<file path="config.mk">
export PLATFORM = sky130hd
export DESIGN_NAME = switch_merge
export DESIGN_NICKNAME = d
export VERILOG_FILES = /design/src/rtl/switch_merge.sv
export SDC_FILE = /design/constraint.sdc
export NUM_CORES = 1
export LEC_CHECK = 0
export CORE_MARGIN = 2
export CORE_UTILIZATION = 30
export CTS_CLUSTER_SIZE = 30
export DETAILED_ROUTE_END_ITERATION = 16
export GPL_TIMING_DRIVEN = 0
export PLACE_DENSITY = 0.76
export SYNTH_ARGS = -nofsm -noshare
export SYNTH_HDL_FRONTEND = slang
export SYNTH_SLANG_ARGS = --single-unit
</file>
<file path="constraint.sdc">
create_clock -name clk -period 1.2 [get_ports clk]
set_input_delay 0.18 -clock clk [delete_from_list [all_inputs] [get_ports clk]]
set_output_delay 0.18 -clock clk [all_outputs]
set_load 0.03 [all_outputs]
</file>
<file path="src/rtl/switch_merge.sv">
// switch_merge: merges two source channels (c1, c0) into one sink channel (d)
// and tags each word with its source (d_s: 1 = c1, 0 = c0). Ties between the
// sources alternate round-robin; the output is a one-entry register.
//
// Handshake: on every side a word moves when valid and ready are both high
// in the same cycle. A source holds valid/data until it sees ready, and ready
// never depends on anything the source could change in response to ready.
//
// Optional build macro: SWITCH_MERGE_CNT_EN adds cnt1/cnt0, saturating
// counters of words delivered to the sink from each source.
module switch_merge #(
  parameter int W     = 8,
  parameter int CNT_W = 8
) (
  input  logic             clk,
  input  logic             rst_n,
  input  logic             c1_valid,
  input  logic [W-1:0]     c1_data,
  output logic             c1_ready,
  input  logic             c0_valid,
  input  logic [W-1:0]     c0_data,
  output logic             c0_ready,
  output logic             d_valid,
  output logic [W-1:0]     d_data,
  output logic             d_s,
  input  logic             d_ready
`ifdef SWITCH_MERGE_CNT_EN
  ,
  output logic [CNT_W-1:0] cnt1,
  output logic [CNT_W-1:0] cnt0
`endif
);

  logic last;     // source of the most recently accepted word
  logic load;     // output register can take a word this cycle
  logic grant;    // selected source when any is valid
  logic take;     // a source transfer happens this cycle

  // Arbitration and source readies; readies are forced low during reset.
  always_comb begin
    load = ~d_valid | d_ready;
    if (c1_valid && c0_valid) grant = ~last;
    else                      grant = c1_valid;
    c1_ready = rst_n & load &  grant & c1_valid;
    c0_ready = rst_n & load & ~grant & c0_valid;
    take     = c1_ready | c0_ready;
  end

  // Output register: refill on a source transfer, otherwise empty on drain.
  always_ff @(posedge clk or negedge rst_n) begin
    if (!rst_n) begin
      d_valid <= 1'b0;
      d_data  <= '0;
      d_s     <= 1'b0;
      last    <= 1'b0;
    end else if (take) begin
      d_valid <= 1'b1;
      d_data  <= grant ? c1_data : c0_data;
      d_s     <= grant;
      last    <= grant;
    end else if (d_ready) begin
      d_valid <= 1'b0;
    end
  end

`ifdef SWITCH_MERGE_CNT_EN
  // Per-source delivered-word counters, saturating at all ones.
  always_ff @(posedge clk or negedge rst_n) begin
    if (!rst_n) begin
      cnt1 <= '0;
      cnt0 <= '0;
    end else if (d_valid && d_ready) begin
      if (d_s) begin
        if (cnt1 != {CNT_W{1'b1}}) cnt1 <= cnt1 + 1'b1;
      end else begin
        if (cnt0 != {CNT_W{1'b1}}) cnt0 <= cnt0 + 1'b1;
      end
    end
  end
`endif

endmodule
</file>
Word level (Yosys, flattened, before mapping)
Index checks and enable logic that the tools add are counted.
Word-level totals
  memory bits (read-only): 0
  register bits after elaboration: 10
  logic and storage cells: 19
  memory bits (writable): 0
  bits in latches: 0
  output and inout port bits: 12
  bits of input ports: 21
  memories kept: 0
Operators by class
  shift operators: 0
  order comparisons: 0
  muxes and demuxes: 4
  equal/unequal tests: 0
  div/mod/pow operators: 0
  bitwise operators: 10
  multipliers: 0
  $add $sub $neg: 0
  reductions and logical operators: 2
Operator list (count)
  $mux W8: 1
  $and A1 B1 Y1: 5
  $mux W1: 3
  $not A1 Y1: 3
  $or A1 B1 Y1: 2
  $reduce_bool A2 Y1: 1
  $logic_and A1 B1 Y1: 1

Logic depth before layout (Yosys ltp)
Gate-level depths: netlist (run 1).
  depth in word-level cells: 7
  mapped depth: 4
  depth with buffers taken out: 3

Least setup slack after synthesis (run 1)
OpenSTA, ideal clock, no wires.
  path kind: register to register
  start: register d_valid
  end: register d_data[0]
  stages on the path, launching flop included: 5
  path buffers: 1
  slack: -0.181 ns
  required time: 1.089 ns
  clock period less this slack: 1.381 ns
  arrival: 1.270 ns
  library setup time: 0.111 ns
  cells stage by stage: dfrtp_1 -> nand2b_1 -> and4_1 -> buf_2 -> a222oi_1
Between the ends
  longest elaborated chain between the ends: 6
  elaborated cells on any way between the ends: 8
  classes of those cells: bitwise (8)
Ends and longest elaborated chain
  start: declaration: line 23  | output logic d_valid,
  start signal: assignment: line 52  | d_valid <= 1'b0;
  start signal: assignment: line 57  | d_valid <= 1'b1;
  start signal: assignment: line 62  | d_valid <= 1'b0;
  $not A1 Y1: line 41  | load = ~d_valid | d_ready;
  $or A1 B1 Y1: line 41
  $and A1 B1 Y1 (3 in series): line 44  | c1_ready = rst_n & load & grant & c1_valid;
  net c1_ready: line 19  | output logic c1_ready,
  $or A1 B1 Y1: line 46  | take = c1_ready | c0_ready;
  end signal: assignment: line 58  | d_data <= grant ? c1_data : c0_data;
  end: declaration: line 24  | output logic [W-1:0] d_data,
The timed path passes the listed nets, and every way through them passes these cells.
A chain may end at the register's enable or synchronous reset.

Worst setup path after layout (run 1)
  start: register d_valid
  end: output port c1_ready
Between the ends
  longest elaborated chain between the ends: 5
Ends and longest elaborated chain (line)
  $not A1 Y1: 41
  $or A1 B1 Y1: 41
  $and A1 B1 Y1 (3 in series): 44
  end: declaration: 19
No other way between the ends.

==> flow_summary_export.csv, run 1 <==
group,metric,value,unit
logic_synthesis,synthMostInstantiatedCell,"inv_1",
placed_design,place.gp.congestion,0.635,
setup_path,cpPeakStageDelay,0.43,ns
cts,htreeDepth,1,
setup_path,cp.arrival,1.25,ns
global_route,first_global_vias,600,
logic_synthesis,synth.largest_area_cell,"dfrtp_1",
drt,wire_per_inst,12.7,um
setup_path,critPathMostFrequentCell,"buf_6",
run_status,violations,"negative setup slack",
timing,final_hold_viol_count,0,
floorplanning,ios,33,
floorplanning,chipHeight,44.7,um
floorplanning,die_area,2000,um^2
timing,max_slew_margin,68.6,%
placed_design,hpwl,991,um
logic_synthesis,synth_area_per_cell,9.37,um^2
timing,fin_skew,0.000545,ns
setup_path,crit_chain,"nand2b_4 > and4_1 > buf_6 > buf_6",
cts,clkTransAtPathRegs,0.07,ns
drt,drt_iter0_drc,27,
setup_path,path_max_fanout,7,
setup_path,reg2reg_depth,3,
drt,first_pass_iters,4,
timing,fin_crit_sh,119,%
final_layout,fin_nets,118,
logic_synthesis,synth-seq-area-share,50.4,%
placed_design,port_buffers,32,
logic_synthesis,synthTopCellsByCount,"25 x inv_1, 10 x dfrtp_1, 8 x a222oi_1, 2 x nand2_1",
final_layout,diodes,0,
setup_path,critPathSlowestCell,"dfrtp_2",
timing,layout_setup_ws,-0.230,ns
logic_synthesis,synthTopCellsByArea,"dfrtp_1 50%, inv_1 19%, a222oi_1 16%, buf_6 2.3%, o2111a_1 2.3%",
cts,cts_tree,"built",
final_layout,final_cell_area,931,um^2
cts,clock_path_buffers,2,
placed_design,placed_area,842,um^2
drt,routed_wl,1420,um
logic_synthesis,ys_ff_latch,10,
setup_path,worstPathRequired,1.02,ns
floorplanning,start_util,32.6,%
worst_hold_path,hold_path_class,"in2reg",
timing,fmax,0.699,GHz
floorplanning,die_w,44.7,um
final_layout,area_growth,87.4,%
cts,cts-root-buf,"clkbuf_4",
power,ir_drop,816,uV
worst_hold_path,min_path_cells,2,
timing,worst_pin_slew,0.469,ns
logic_synthesis,async_reset_ff_share,100,%
drt,vias,545,
setup_path,path_buf_inv,2,
setup_path,cp_top_family,"flip-flops",
timing,tns,-1.17,ns
logic_synthesis,synth_edf_count,0,
power,power_density,1390,nW/um^2
global_route,grt_overflow_total,0,
global_route,antenna_found_initial,0,
setup_path,crit_path_start_kind,"flop",
floorplanning,rows,14,
timing,rsz0062_at_grt,"true",
global_route,grtUsageTotal,16.7,%
setup_path,crit_type,"reg2out",
logic_synthesis,ys.flop_type,"dfrtp_1",
run_status,status,"complete, but fails checks",
floorplanning,coreArea,1520,um^2
logic_synthesis,syn-num-nets,74,
setup_path,worst_setup_path_end_kind,"output pin",
run,drv_cap,0,
global_route,grt_max_degree,11,
cts,cts-buffers-inserted,3,
logic_synthesis,netlist_instances,53,
timing,setup_violations,10,
logic_synthesis,ys_types,12,
drt,ant_nets,0,
setup_path,critical_path_depth,4,
logic_synthesis,synth.top_cell.area_share,50.4,%
logic_synthesis,synthesis.area,497,um^2
global_route,grt_pass1_wl,2400,um
cts,clk-insertion-delay-late,0.26,ns
cts,clock-sinks,10,
drt,drc,0,
drt,drt-vias-per-instance,4.87,
timing,final_max_slew_viol_count,0,
logic_synthesis,yosys_warnings,0,
power,leakage,0.000507,uW
timing,layout_min_cycle_time,1.43,ns
final_layout,drive_gt1_share,26.0,%
==> sequential cells by signal, indices dropped and copies added (netlist names) <==
signal,flops
d_s,1
d_valid,1
d_data,8
==> final timing paths <==
kind / start / endpoint / slack [ns]
worst max-delay path: d_valid / c1_ready / -0.23
max in group asynchronous: rst_n / d_valid / 0.27
worst min-delay path: c0_valid / d_s / 0.26
worst max register to register: d_s / d_data[2] / -0.11
min in group asynchronous: rst_n / d_data[0] / 0.59
worst min register to register: d_s / d_s / 0.54
==> repair_timing <==
item                                    in CTS  in global routing
endpoints found under the setup margin      22                 18
pin swaps                                    4                  2
setup buffers                                6                  1
hold buffers                                 1                  0
resized for setup                           42                 13
endpoints found under the hold margin       10                  0
==> kinds of logic after synthesis <==
group | share of synthesized area, %
buffers and inverters | 22.2
AOI/OAI and AO/OA | 22.9
DFF | 50.4
and+or+nand+nor | 4.54
==> final cells by class <==
cell class / instances / area (um^2)
Buffer: 1 / 11.3
Clock buffer: 4 / 36.3
Fill cell: 140 / 593
Inverter: 25 / 93.8
Multi-Input combinational cell: 16 / 144
Sequential cell: 10 / 253
Tap cell: 16 / 20.0
Timing Repair Buffer: 40 / 373
==> layer usage <==
layer	part of all wire (%)	global-route usage [%]	vias to the layer above	wire length (um)
met4	0	7.27	0	0
met1	41	19.2	256	581
met3	8.0	4.80	0	114
met5	0	0	-	0
li1	-	-	265	-
met2	51	28.7	24	724
==> metrics by stage <==
step	std cells	worst slack, ns	hold WS, ns	utilization [%]	power (uW)
floorplan	53	-0.0700	-0.116	-	735
global placement	101	-1.17	0.510	55.3	985
detailed placement	101	-1.19	0.535	55.3	999
CTS	112	-0.261	0.318	62.1	1310
global route	112	-0.270	0.261	61.1	1360
finish	112	-0.230	0.258	61.1	1290
==> worst register-to-register path, cell delays in order, from the launching register on <==
cell      delay [ns]
dfrtp_2         0.43
o2111a_1        0.31
buf_6           0.16
a222oi_1        0.31
==> cells in the final DEF, fill, tap and decap left out, drive strengths merged <==
cell / n
a222oi: 8
a31oi: 1
a41oi: 1
and4: 1
buf: 11
clkbuf: 9
clkdlybuf4s15: 5
clkdlybuf4s50: 17
dfrtp: 10
dlygate4sd2: 1
dlygate4sd3: 1
dlymetal6s2s: 1
inv: 25
nand2: 2
nand2b: 1
o2111a: 1
o211ai: 1
==> report_power, final <==
part,switching (uW),internal (uW)
Clock,117,184
Sequential,45.8,411
Combinational,294,241
Note: power is estimated with default switching activity, not from simulation.
==> run 2: changes to the inputs <==
--- a/config.mk
+++ b/config.mk
@@ -7,6 +7,7 @@
 export LEC_CHECK = 0
 export CORE_MARGIN = 2
 export CORE_UTILIZATION = 30
+export CTS_CLUSTER_DIAMETER = 60
 export CTS_CLUSTER_SIZE = 30
 export DETAILED_ROUTE_END_ITERATION = 16
 export GPL_TIMING_DRIVEN = 0
==> results of run 2 <==
Same layout as run 1: the final DEF is identical, and so are final timing and power.
